File: src/rtl/cu_multicycle_if.sv
// Opcode handshake plus datapath control bundle between fetch and cu_multicycle.
interface cu_multicycle_if #(
  parameter int unsigned OPW  = 6,
  parameter int unsigned CNTW = 16
);
  logic            opcode_valid;
  logic [OPW-1:0]  opcode;
  logic            opcode_ready;
  logic            equ;
  logic            les;
  logic            trap_clr;
  logic [2:0]      im_control;
  logic [3:0]      alu_control;
  logic            dm_control;
  logic [6:0]      sel;
  logic            pc_en;
  logic            illegal;
  logic [CNTW-1:0] retired;

  modport master (
    output opcode_valid, opcode, equ, les, trap_clr,
    input  opcode_ready, im_control, alu_control, dm_control, sel, pc_en, illegal, retired
  );

  modport slave (
    input  opcode_valid, opcode, equ, les, trap_clr,
    output opcode_ready, im_control, alu_control, dm_control, sel, pc_en, illegal, retired
  );
endinterface

File: src/rtl/cu_multicycle.sv
// Multi-cycle control unit: accepts one opcode, sequences EXEC / MEM wait / RETIRE,
// resolves branches from ALU flags, traps on illegal codes and counts retirements.
module cu_multicycle #(
  parameter int unsigned OPW      = 6,
  parameter int unsigned MEM_WAIT = 2,
  parameter int unsigned CNTW     = 16
) (
  input  logic            clk,
  input  logic            rst,
  cu_multicycle_if.slave  bus
);
  localparam int unsigned WAITW      = 4;
  localparam logic [6:0]  SEL_HOLD   = 7'h04;
  localparam bit          HAS_WAIT   = (MEM_WAIT != 0);
  localparam logic [WAITW-1:0] WAIT_LOAD = HAS_WAIT ? WAITW'(MEM_WAIT - 1) : '0;

  typedef enum logic [2:0] {IDLE, EXEC, MEM, RETIRE, TRAP} state_t;
  typedef enum logic [1:0] {BR_NONE, BR_EQU, BR_LES} br_t;

  state_t           state, state_nx;
  logic [WAITW-1:0] wait_q, wait_nx;
  logic [2:0]       im_q, im_nx;
  logic [3:0]       alu_q, alu_nx;
  logic             dm_q, dm_nx;
  logic [6:0]       sel_q, sel_nx;
  br_t              br_q, br_nx;
  logic             mem_q, mem_nx;
  logic             pc_en_q, pc_en_nx;
  logic             illegal_q, illegal_nx;
  logic [CNTW-1:0]  retired_q, retired_nx;

  logic [4:0] op;
  logic       legal;
  logic [2:0] d_im;
  logic [3:0] d_alu;
  logic       d_dm;
  logic [6:0] d_sel;
  br_t        d_br;
  logic       d_mem;
  logic [2:0] sel_lo;

  assign op    = bus.opcode[4:0];
  assign legal = (bus.opcode < OPW'(32));

  // Control decode of the opcode presented at the accept edge
  always_comb begin
    d_im  = 3'b000;
    d_alu = 4'd0;
    d_dm  = 1'b0;
    d_sel = 7'b1011011;
    d_br  = BR_NONE;
    d_mem = 1'b0;
    d_im[0] = (op < 5'd28);
    if (op >= 5'd1 && op <= 5'd15) begin
      d_im[2:1] = 2'd2;
      d_alu     = op[3:0];
    end else if (op >= 5'd24 && op <= 5'd27) begin
      d_im[2:1] = 2'd1;
      d_mem     = 1'b1;
    end
    d_dm = (op == 5'd25) || (op == 5'd27);
    case (op)
      5'd16, 5'd17, 5'd18: d_alu = 4'd1;
      5'd19:               d_alu = 4'd2;
      5'd20:               d_alu = 4'd3;
      5'd21:               d_alu = 4'd4;
      5'd22:               d_alu = 4'd9;
      5'd23:               d_alu = 4'd10;
      default: ;
    endcase
    case (op)
      5'd0:  d_sel[2:0] = 3'd4;
      5'd28: d_sel[2:0] = 3'd0;
      5'd29: d_sel[2:0] = 3'd2;
      5'd30: d_br       = BR_EQU;
      5'd31: d_br       = BR_LES;
      default: ;
    endcase
    d_sel[3] = !(op >= 5'd16 && op <= 5'd27);
    d_sel[4] = (op != 5'd27);
    case (op)
      5'd26:   d_sel[6:5] = 2'd0;
      5'd17:   d_sel[6:5] = 2'd1;
      5'd24:   d_sel[6:5] = 2'd3;
      default: d_sel[6:5] = 2'd2;
    endcase
  end

  always_ff @(posedge clk or posedge rst) begin
    if (rst) begin
      state     <= IDLE;
      wait_q    <= '0;
      im_q      <= '0;
      alu_q     <= '0;
      dm_q      <= 1'b0;
      sel_q     <= SEL_HOLD;
      br_q      <= BR_NONE;
      mem_q     <= 1'b0;
      pc_en_q   <= 1'b0;
      illegal_q <= 1'b0;
      retired_q <= '0;
    end else begin
      state     <= state_nx;
      wait_q    <= wait_nx;
      im_q      <= im_nx;
      alu_q     <= alu_nx;
      dm_q      <= dm_nx;
      sel_q     <= sel_nx;
      br_q      <= br_nx;
      mem_q     <= mem_nx;
      pc_en_q   <= pc_en_nx;
      illegal_q <= illegal_nx;
      retired_q <= retired_nx;
    end
  end

  // Next state and next registered outputs; anything not set returns to idle values
  always_comb begin
    state_nx   = state;
    wait_nx    = wait_q;
    im_nx      = '0;
    alu_nx     = '0;
    dm_nx      = 1'b0;
    sel_nx     = SEL_HOLD;
    br_nx      = BR_NONE;
    mem_nx     = 1'b0;
    pc_en_nx   = 1'b0;
    illegal_nx = 1'b0;
    retired_nx = retired_q;
    case (state)
      IDLE: begin
        if (bus.opcode_valid) begin
          if (!legal) begin
            state_nx   = TRAP;
            illegal_nx = 1'b1;
          end else begin
            state_nx = EXEC;
            im_nx    = d_im;
            alu_nx   = d_alu;
            dm_nx    = d_dm;
            sel_nx   = d_sel;
            br_nx    = d_br;
            mem_nx   = d_mem;
          end
        end
      end
      EXEC: begin
        if (mem_q && HAS_WAIT) begin
          state_nx = MEM;
          wait_nx  = WAIT_LOAD;
          im_nx    = im_q;
          alu_nx   = alu_q;
          sel_nx   = sel_q;
          mem_nx   = mem_q;
        end else begin
          state_nx   = RETIRE;
          pc_en_nx   = 1'b1;
          retired_nx = retired_q + CNTW'(1);
        end
      end
      MEM: begin
        if (wait_q == '0) begin
          state_nx   = RETIRE;
          pc_en_nx   = 1'b1;
          retired_nx = retired_q + CNTW'(1);
        end else begin
          wait_nx = wait_q - WAITW'(1);
          im_nx   = im_q;
          alu_nx  = alu_q;
          sel_nx  = sel_q;
          mem_nx  = mem_q;
        end
      end
      RETIRE: state_nx = IDLE;
      TRAP: begin
        if (bus.trap_clr) state_nx = IDLE;
        else              illegal_nx = 1'b1;
      end
      default: state_nx = IDLE;
    endcase
  end

  // Branch target select follows the live ALU flags during EXEC
  always_comb begin
    sel_lo = sel_q[2:0];
    if (state == EXEC) begin
      if (br_q == BR_EQU)      sel_lo = bus.equ ? 3'd1 : 3'd3;
      else if (br_q == BR_LES) sel_lo = bus.les ? 3'd1 : 3'd3;
    end
  end

  assign bus.opcode_ready = (state == IDLE) && !rst;
  assign bus.im_control   = im_q;
  assign bus.alu_control  = alu_q;
  assign bus.dm_control   = dm_q;
  assign bus.sel          = {sel_q[6:3], sel_lo};
  assign bus.pc_en        = pc_en_q;
  assign bus.illegal      = illegal_q;
  assign bus.retired      = retired_q;
endmodule

File: src/flat_wrapper.sv
// flat-port wrapper written by rule: the top's interface ports become plain ports
module cu_multicycle_flat 
#(
  parameter int unsigned OPW      = 6,
  parameter int unsigned MEM_WAIT = 2,
  parameter int unsigned CNTW     = 16
)
  (clk, rst, bus_opcode_valid, bus_opcode, bus_equ, bus_les, bus_trap_clr, bus_opcode_ready, bus_im_control, bus_alu_control, bus_dm_control, bus_sel, bus_pc_en, bus_illegal, bus_retired);
  cu_multicycle_if #(.OPW(OPW), .CNTW(CNTW)) bus_i ();
  input  logic clk;
  input  logic rst;
  input wire logic [$bits(bus_i.opcode_valid)-1:0] bus_opcode_valid;
  input wire logic [$bits(bus_i.opcode)-1:0] bus_opcode;
  input wire logic [$bits(bus_i.equ)-1:0] bus_equ;
  input wire logic [$bits(bus_i.les)-1:0] bus_les;
  input wire logic [$bits(bus_i.trap_clr)-1:0] bus_trap_clr;
  output wire logic [$bits(bus_i.opcode_ready)-1:0] bus_opcode_ready;
  output wire logic [$bits(bus_i.im_control)-1:0] bus_im_control;
  output wire logic [$bits(bus_i.alu_control)-1:0] bus_alu_control;
  output wire logic [$bits(bus_i.dm_control)-1:0] bus_dm_control;
  output wire logic [$bits(bus_i.sel)-1:0] bus_sel;
  output wire logic [$bits(bus_i.pc_en)-1:0] bus_pc_en;
  output wire logic [$bits(bus_i.illegal)-1:0] bus_illegal;
  output wire logic [$bits(bus_i.retired)-1:0] bus_retired;
  assign bus_i.opcode_valid = bus_opcode_valid;
  assign bus_i.opcode = bus_opcode;
  assign bus_i.equ = bus_equ;
  assign bus_i.les = bus_les;
  assign bus_i.trap_clr = bus_trap_clr;
  assign bus_opcode_ready = bus_i.opcode_ready;
  assign bus_im_control = bus_i.im_control;
  assign bus_alu_control = bus_i.alu_control;
  assign bus_dm_control = bus_i.dm_control;
  assign bus_sel = bus_i.sel;
  assign bus_pc_en = bus_i.pc_en;
  assign bus_illegal = bus_i.illegal;
  assign bus_retired = bus_i.retired;
  cu_multicycle #(.OPW(OPW), .MEM_WAIT(MEM_WAIT), .CNTW(CNTW)) u_core (.clk(clk), .rst(rst), .bus(bus_i));
endmodule
File: config.mk
export PLATFORM = sky130hd
export DESIGN_NAME = cu_multicycle_flat
export DESIGN_NICKNAME = d
export VERILOG_FILES = /design/src/rtl/cu_multicycle_if.sv /design/src/rtl/cu_multicycle.sv /design/src/flat_wrapper.sv
export SDC_FILE = /design/constraint.sdc
export NUM_CORES = 1
export LEC_CHECK = 0
export ABC_AREA = 1
export CAP_MARGIN = 15
export CORE_MARGIN = 5
export CORE_UTILIZATION = 56
export DETAILED_ROUTE_END_ITERATION = 7
export PLACE_DENSITY_LB_ADDON = 0.25
export SLEW_MARGIN = 20
export SYNTH_ARGS = -nofsm -noshare
export SYNTH_HDL_FRONTEND = slang
export SYNTH_SLANG_ARGS = --single-unit
File: constraint.sdc
create_clock -name clk -period 4.35 [get_ports clk]
set_clock_uncertainty 0.2 [all_clocks]
set_input_delay 1.0875 -clock clk [delete_from_list [all_inputs] [get_ports clk]]
set_output_delay 1.0875 -clock clk [all_outputs]
set_load 0.02 [all_outputs]
==> summary.txt, run 1 <==
Timing
  • Max-slew violations: 0
  • Post-Route Setup TNS: 0 ns
  • # setup viols final: 0
  • RSZ-0062 raised after global routing: false
  • Tmin final: ~3.7 ns
  • Final worst setup slack: ~0.67 ns
  • Final hold vios: 0
  • Max_slew headroom: 39.4%
  • Max Freq: ~270 MHz
  • Worst-Margin Slew: between 0.9 and 1 ns
  • Final period util: between 80 and 90%

Route
  • Starting DRC count in detailed routing: 132
  • DRT Pass-1 Iters: 4
  • DR vias: 2169
  • Routed Antenna Nets: 0
  • Final wirelength: roughly 5.4 mm
  • Drt via density: roughly 5.2
  • Drt wl/cell: between 10 and 15 um
  • DRC Markers: 0

Synth
  • Post-synth ARST share: between 90% and 100%
  • Yosys reg bits: 43
  • Cells after Synth: ~320
  • Synth area leaders: dfrtp_1, nand2_1, inv_1
  • Syn_area_per_cell: around 7.5 um^2
  • Mapped Area: between 2000 and 2500 um^2
  • Post-synth EDFFs: 0
  • Synth top cells by count: nand2_1, dfrtp_1, inv_1
  • Synth area leader: dfrtp_1
  • Count leader, synth: nand2_1
  • Ys flop type: dfrtp_1
  • Sequential element share of the synthesized area: between 40% and 50%
  • Yosys warnings: 0
  • Unique masters post-synth: 35
  • Syn_nets: around 340
  • Synth top area share: between 40 and 50%

Clock network
  • Post-CTS setup buffer count: 0
  • CTS tree: done
  • Root buffer cell: clkbuf_8
  • Post-CTS Resized: 0
  • Clock Path Buffers: 2
  • Clock transition at path regs: 0.08 ns
  • H-tree levels: 2
  • Hold Buf Count CTS: 0
  • Clk sinks: 43
  • CTS Buf Count: 5
  • Clk Latency, worst-skew pair: 0.30 ns

Final layout
  • Net count, final: 381
  • Antenna cells: 0
  • Area Overhead vs Synth: 21.7%
  • Share of cells above drive strength 1: 7.88%

Setup path
  • Worst R2R Setup Slack: 2.55 ns
  • FF-to-FF Start: u_core.wait_q[0]
  • CP most frequent cell: nand2_1
  • R2r endpoint: u_core.wait_q[2]
  • Critical Path Max Stage Delay: between 0.6 and 0.7 ns
  • Worst-path cell chain: clkdlybuf4s50_1 > nand2_1 > nand2_1 > nand2_1 > o21ai_0 > inv_1 > clkdlybuf4s50_1
  • R2r worst-path depth: 7
  • Critical Path AT: roughly 2.4 ns
  • Setup CP Type: in2out
  • Worst setup SP type: primary input
  • Nature of the critical path endpoint: output pin
  • Critical Path RT: ~3.1 ns
  • Crit-path max FO: 1
  • CP max stage cell: clkdlybuf4s50_1

Floorplan
  • IO Count: 46
  • Starting Density: 56.6%
  • Rows: 24
  • Core box area: around 4300 um^2
  • Chip width: 75.9 um
  • Chip height: between 70 and 80 um
  • Die footprint: between 5000 and 6000 um^2

Hold path
  • Hold Crit Start: u_core.bus.im_control[0]
  • Min-delay worst type: reg2reg
  • Cells on Worst Hold Path: 2
  • Hold Crit Endpoint: u_core.bus.im_control[0]

Power and ir drop
  • Leakage power: roughly 0.0014 uW
  • Max VDD drop: between 0.0002 and 0.00025 V
  • Tot Pwr: around 1400 uW
  • Pwr Density: roughly 470 nW/um^2

Place
  • Post-detail-place hpwl: between 4 and 5 mm
  • GP Congestion: between 0.8 and 0.9
  • IO Port Bufs: 45
  • Pre-CTS setup slack: 0.655 ns

Global routing
  • Tot GR Track Use: 20.4%
  • Antenna violations before repair: 0
  • Vias in the first global route: between 2000 and 2500
  • Pin count of the biggest net entering global routing: 27
  • First-pass GRT wire length: about 9 mm
  • Grt ovf: 0

Job
  • Max cap viols: 0

Run status
  • Status: completed
## placed cells by master, fill, tap and decap left out, drive strengths merged, types with 2 or more instances in the layout
| cell type | instances |
|---|---|
| clkbuf | 5 |
| a22oi | 2 |
| o2111ai | 2 |
| clkinvlp | 2 |
| ha | 2 |
| o21ai | 22 |
| xor2 | 8 |
| dfrtp | 42 |
| nand3 | 17 |
| inv | 44 |
| nand2 | 117 |
| nand4 | 4 |
| clkinv | 2 |
| nor4 | 2 |
| nor2 | 35 |
| buf | 2 |
| a21oi | 5 |
| nor3 | 4 |
| clkdlybuf4s50 | 45 |
## metrics by stage
stage	area (um^2)	instances	hold WS, ns	util [%]
3_5_place_dp	2870	412	0.271	66.8
2_1_floorplan	2430	323	0.241	-
3_3_place_gp	2870	412	0.270	66.8
6_report	2960	420	0.293	68.9
5_1_grt	2960	420	0.315	68.9
4_1_cts	2960	420	0.297	68.9
## per-layer routing
layer / share of wire (%) / wire, um / global-route usage (%) / up-vias
met5: 0 / 0 / 0 / -
met4: 0.91 / 49 / 4.66 / 0
met3: 5.4 / 291 / 4.75 / 5
met2: 48 / 2610 / 33.7 / 54
met1: 45 / 2440 / 27.1 / 1022
li1: - / - / - / 1088
## cell families after synthesis
| kind of cell | Yosys count | share of synthesized area [%] |
|---|---|---|
| flops | 43 | 44.3 |
| simple gates | 181 | 32.7 |
| fa+ha+maj | 2 | 1.03 |
| buf+inv | 55 | 10.8 |
| compound gates | 34 | 7.88 |
| xor+xnor | 8 | 3.19 |
## sequential cells by signal, summed over array words and instances, names as in the netlist, 2 cells and up
register,flops
u_core.bus.retired,16
u_core.sel_q,7
u_core.bus.alu_control,4
u_core.wait_q,4
u_core.bus.im_control,3
u_core.state,3
u_core.br_q,2
## critical path: cells and delay by family
kind | cells | cell delay, ns
simple gates | 3 | 0.16
compound gates | 1 | 0.07
buf+inv | 3 | 1.07
## worst max path at each step
stage	slack, ns	endpoint	start
finish	0.67	bus_sel[1]	bus_les
global route	0.57	bus_sel[1]	bus_les
CTS	0.65	bus_sel[1]	bus_les
detailed placement	0.66	bus_sel[1]	bus_les
floorplan	1.35	bus_opcode_ready	rst
global placement	0.72	bus_sel[1]	bus_les
## where the power goes
group          total [uW]  leakage [uW]  internal [uW]  switching [uW]
registers             572      0.000574            489            83.4
clock network         252     0.0000402            112             141
logic                 572      0.000786            218             354
total                1400       0.00140            819             578
## area by class of cell
class / instances / area [um^2]
Fill cell: 366 / 1340
Tap cell: 52 / 65.1
Clock buffer: 5 / 68.8
Timing Repair Buffer: 47 / 465
Multi-Input combinational cell: 225 / 1090
Inverter: 45 / 171
Sequential cell: 43 / 1080
Clock inverter: 3 / 20.0
Power figures use the tool's default switching activity.
==> run 2, diff against run 1 <==
- CORE_UTILIZATION: 56 -> 52
- clock period: 4.35 -> 3.68 ns (I/O delays scaled with it)
==> run 2 against run 1 <==
Compared with the run above: hold slack got worse by 0.0099 ns; largest cell class unchanged; cell count decreased by 0.24%; sequential share of layout area decreased by 0.26 points; via count increased by 0.78%; core utilization decreased by 1.8 points; register-to-register slack got worse by 0.68 ns.
==> summary.txt, run 2 (synthesis results as in run 1) <==
Timing
  • Tmin final: ~3.3 ns
  • Final period util: 90.6%
  • Post-Route Setup TNS: 0 ns (unchanged)
  • Max-slew violations: 0 (unchanged)
  • Max_slew headroom: 64.1% (+25 points)
  • # setup viols final: 0 (unchanged)
  • Worst-Margin Slew: 0.538 ns (-0.365 ns)
  • Final hold vios: 0 (unchanged)
  • RSZ-0062 raised after global routing: false
  • Max Freq: ~300 MHz

Power and ir drop
  • Combinational Power Share: 39.0% (-2.0 points)
  • Leakage power: 0.00142 uW (+1.4%)
  • Max VDD drop: 0.000267 V (+21%)
  • Switching power of the nets: 667 uW (+15%)
  • Pwr Density: 578 nW/um^2 (+22%)
  • Clock share of power: 21.9% (+3.8 points)
  • P_int: 1060 uW (+29%)
  • Reg power frac: 39.1% (-1.9 points)
  • Switching share of total power: 38.8% (-2.6 points)

Setup path
  • FF-to-FF Start: u_core.wait_q[0]
  • Worst-path cell chain: clkdlybuf4s50_1 > nand2_1 > nand2_1 > nand2_1 > o21ai_0 > inv_1 > clkdlybuf4s50_1
  • Critical Path AT: 2.21 ns (-0.19 ns)
  • Setup CP Type: in2out
  • Crit-path max FO: 1 (unchanged)
  • Nature of the critical path endpoint: output pin
  • R2r endpoint: u_core.wait_q[2]
  • CP max stage cell: clkdlybuf4s50_1
  • Critical Path Max Stage Delay: 0.60 ns (about the same)
  • Critical Path RT: 2.56 ns (-0.50 ns)
  • R2r worst-path depth: 7 (unchanged)
  • Worst R2R Setup Slack: 1.87 ns (-0.68 ns)
  • CP most frequent cell: nand2_1
  • Worst setup SP type: primary input

Floorplan
  • Starting Density: 54.7% (-1.9 points)
  • Die footprint: 6140 um^2 (+6.7%)
  • Chip width: 78.4 um (+3.3%)
  • Rows: 24 (unchanged)
  • IO Count: 46 (unchanged)
  • Chip height: 78.4 um (+3.3%)
  • Core box area: 4440 um^2 (+3.5%)

Global routing
  • Pin count of the biggest net entering global routing: 44 (+63%)
  • Antenna violations before repair: 0 (unchanged)
  • Vias in the first global route: 2141 (+7.0%)
  • Grt ovf: 0 (unchanged)
  • First-pass GRT wire length: 9.63 mm (+6.9%)
  • Tot GR Track Use: 19.2% (-1.2 points)

Hold path
  • Cells on Worst Hold Path: 2 (unchanged)
  • Hold Crit Endpoint: u_core.sel_q[4]
  • Min-delay worst type: reg2reg
  • Hold Crit Start: u_core.sel_q[4]

Final layout
  • Commonest non-fill, non-tap cells in the layout: nand2_1, clkdlybuf4s50_1, inv_1, dfrtp_1, nor2_1
  • Final std cells w/o fill: 419 (-0.24%)
  • Antenna cells: 0 (unchanged)
  • Sequential cell area: 1080 um^2 (unchanged)
  • Fillers: 381 (+4.1%)
  • Share of cells above drive strength 1: 7.63% (-0.25 points)
  • Max reg flops: 16 (unchanged)
  • Multi-input logic area: 1090 um^2 (unchanged)
  • Area Overhead vs Synth: 22.6%
  • Net count, final: 380 (-0.26%)
  • Commonest non-fill, non-tap cell in the layout: nand2_1
  • Core Util, Final: 67.0% (-1.8 points)

Clock network
  • Clock transition at path regs: 0.08 ns (about the same)
  • CTS tree: done
  • Post-CTS Resized: 0 (unchanged)
  • CTS Buf Count: 5 (unchanged)
  • Clk Latency, worst-skew pair: 0.29 ns (about the same)
  • Hold Buf Count CTS: 0 (unchanged)
  • Clk sinks: 43 (unchanged)
  • Root buffer cell: clkbuf_8
  • Post-CTS setup buffer count: 0 (unchanged)
  • H-tree levels: 2 (unchanged)
  • Clock Path Buffers: 2 (unchanged)

Route
  • Drt via density: 5.22 (+1.0%)
  • Starting DRC count in detailed routing: 181 (+37%)
  • Routed Antenna Nets: 0 (unchanged)
  • DRT Pass-1 Iters: 4 (unchanged)
  • DRC Markers: 0 (unchanged)
  • Final wirelength: 5.28 mm (-2.1%)
  • Drt wl/cell: 12.6 um (-1.9%)
  • DR vias: 2186 (+0.78%)

Place
  • Post-detail-place hpwl: 3.87 mm (-6.2%)
  • GP Congestion: 0.880 (-2.1%)
  • # placed instances: 411 (-0.24%)
  • IO Port Bufs: 45 (unchanged)

Job
  • Max cap viols: 0 (unchanged)

Run status
  • Status: completed
run 2: cell types whose count changed in the layout (fill, tap and decap cells not counted), sizes merged:
cell      change
clkinvlp      -2
buf           -1
bufinv        +1
clkbuf        +1
clkinv        -1
inv           +1
run 2: cell type report:
| type | instances | share of cell area [%] |
|---|---|---|
| inverter | 45 | 5.75 |
| multi-input combinational | 225 | 36.6 |
| clock buffer | 6 | 2.77 |
| tap | 52 | 2.18 |
| clock inverter | 2 | 1.18 |
| timing repair buffer | 46 | 15.4 |
| sequential | 43 | 36.2 |
run 2: layer usage:
metal	track usage, %	part of all wire, %
met1	24.6	45
met2	32.8	48
met3	4.92	5.7
met4	4.37	0.70
met5	0	0
run 2: how the worst max path moves through the flow:
stage                       start          endpoint
after global placement    bus_les        bus_sel[1]
after global routing          rst  bus_opcode_ready
after floorplan               rst  bus_opcode_ready
after detailed placement  bus_les        bus_sel[1]
after CTS                 bus_les        bus_sel[1]
final                     bus_les        bus_sel[1]
run 2: metrics by stage:
| stage | power, uW | area, um^2 | hold slack (ns) | setup slack [ns] |
|---|---|---|---|---|
| floorplan | 1180 | 2430 | 0.241 | 1.01 |
| global placement | 1340 | 2860 | 0.263 | 0.388 |
| detailed placement | 1350 | 2860 | 0.262 | 0.339 |
| CTS | 1740 | 2980 | 0.287 | 0.339 |
| global route | 1850 | 2980 | 0.322 | 0.252 |
| finish | 1720 | 2980 | 0.283 | 0.346 |
run 2: worst max-delay path, delay by kind of cell:
kind / cells / cell delay, ns
buffers and inverters: 3 / 1.04
and+or+nand+nor: 3 / 0.17
AOI/OAI and AO/OA: 1 / 0.07
run 2: power by group through the flow:
stage / Sequential, uW / Clock (uW) / Combinational, uW
floorplan: 717 / 0 / 459
global placement: 679 / 0 / 660
detailed placement: 681 / 0 / 673
CTS: 674 / 389 / 681
global route: 692 / 405 / 749
finish: 673 / 377 / 672
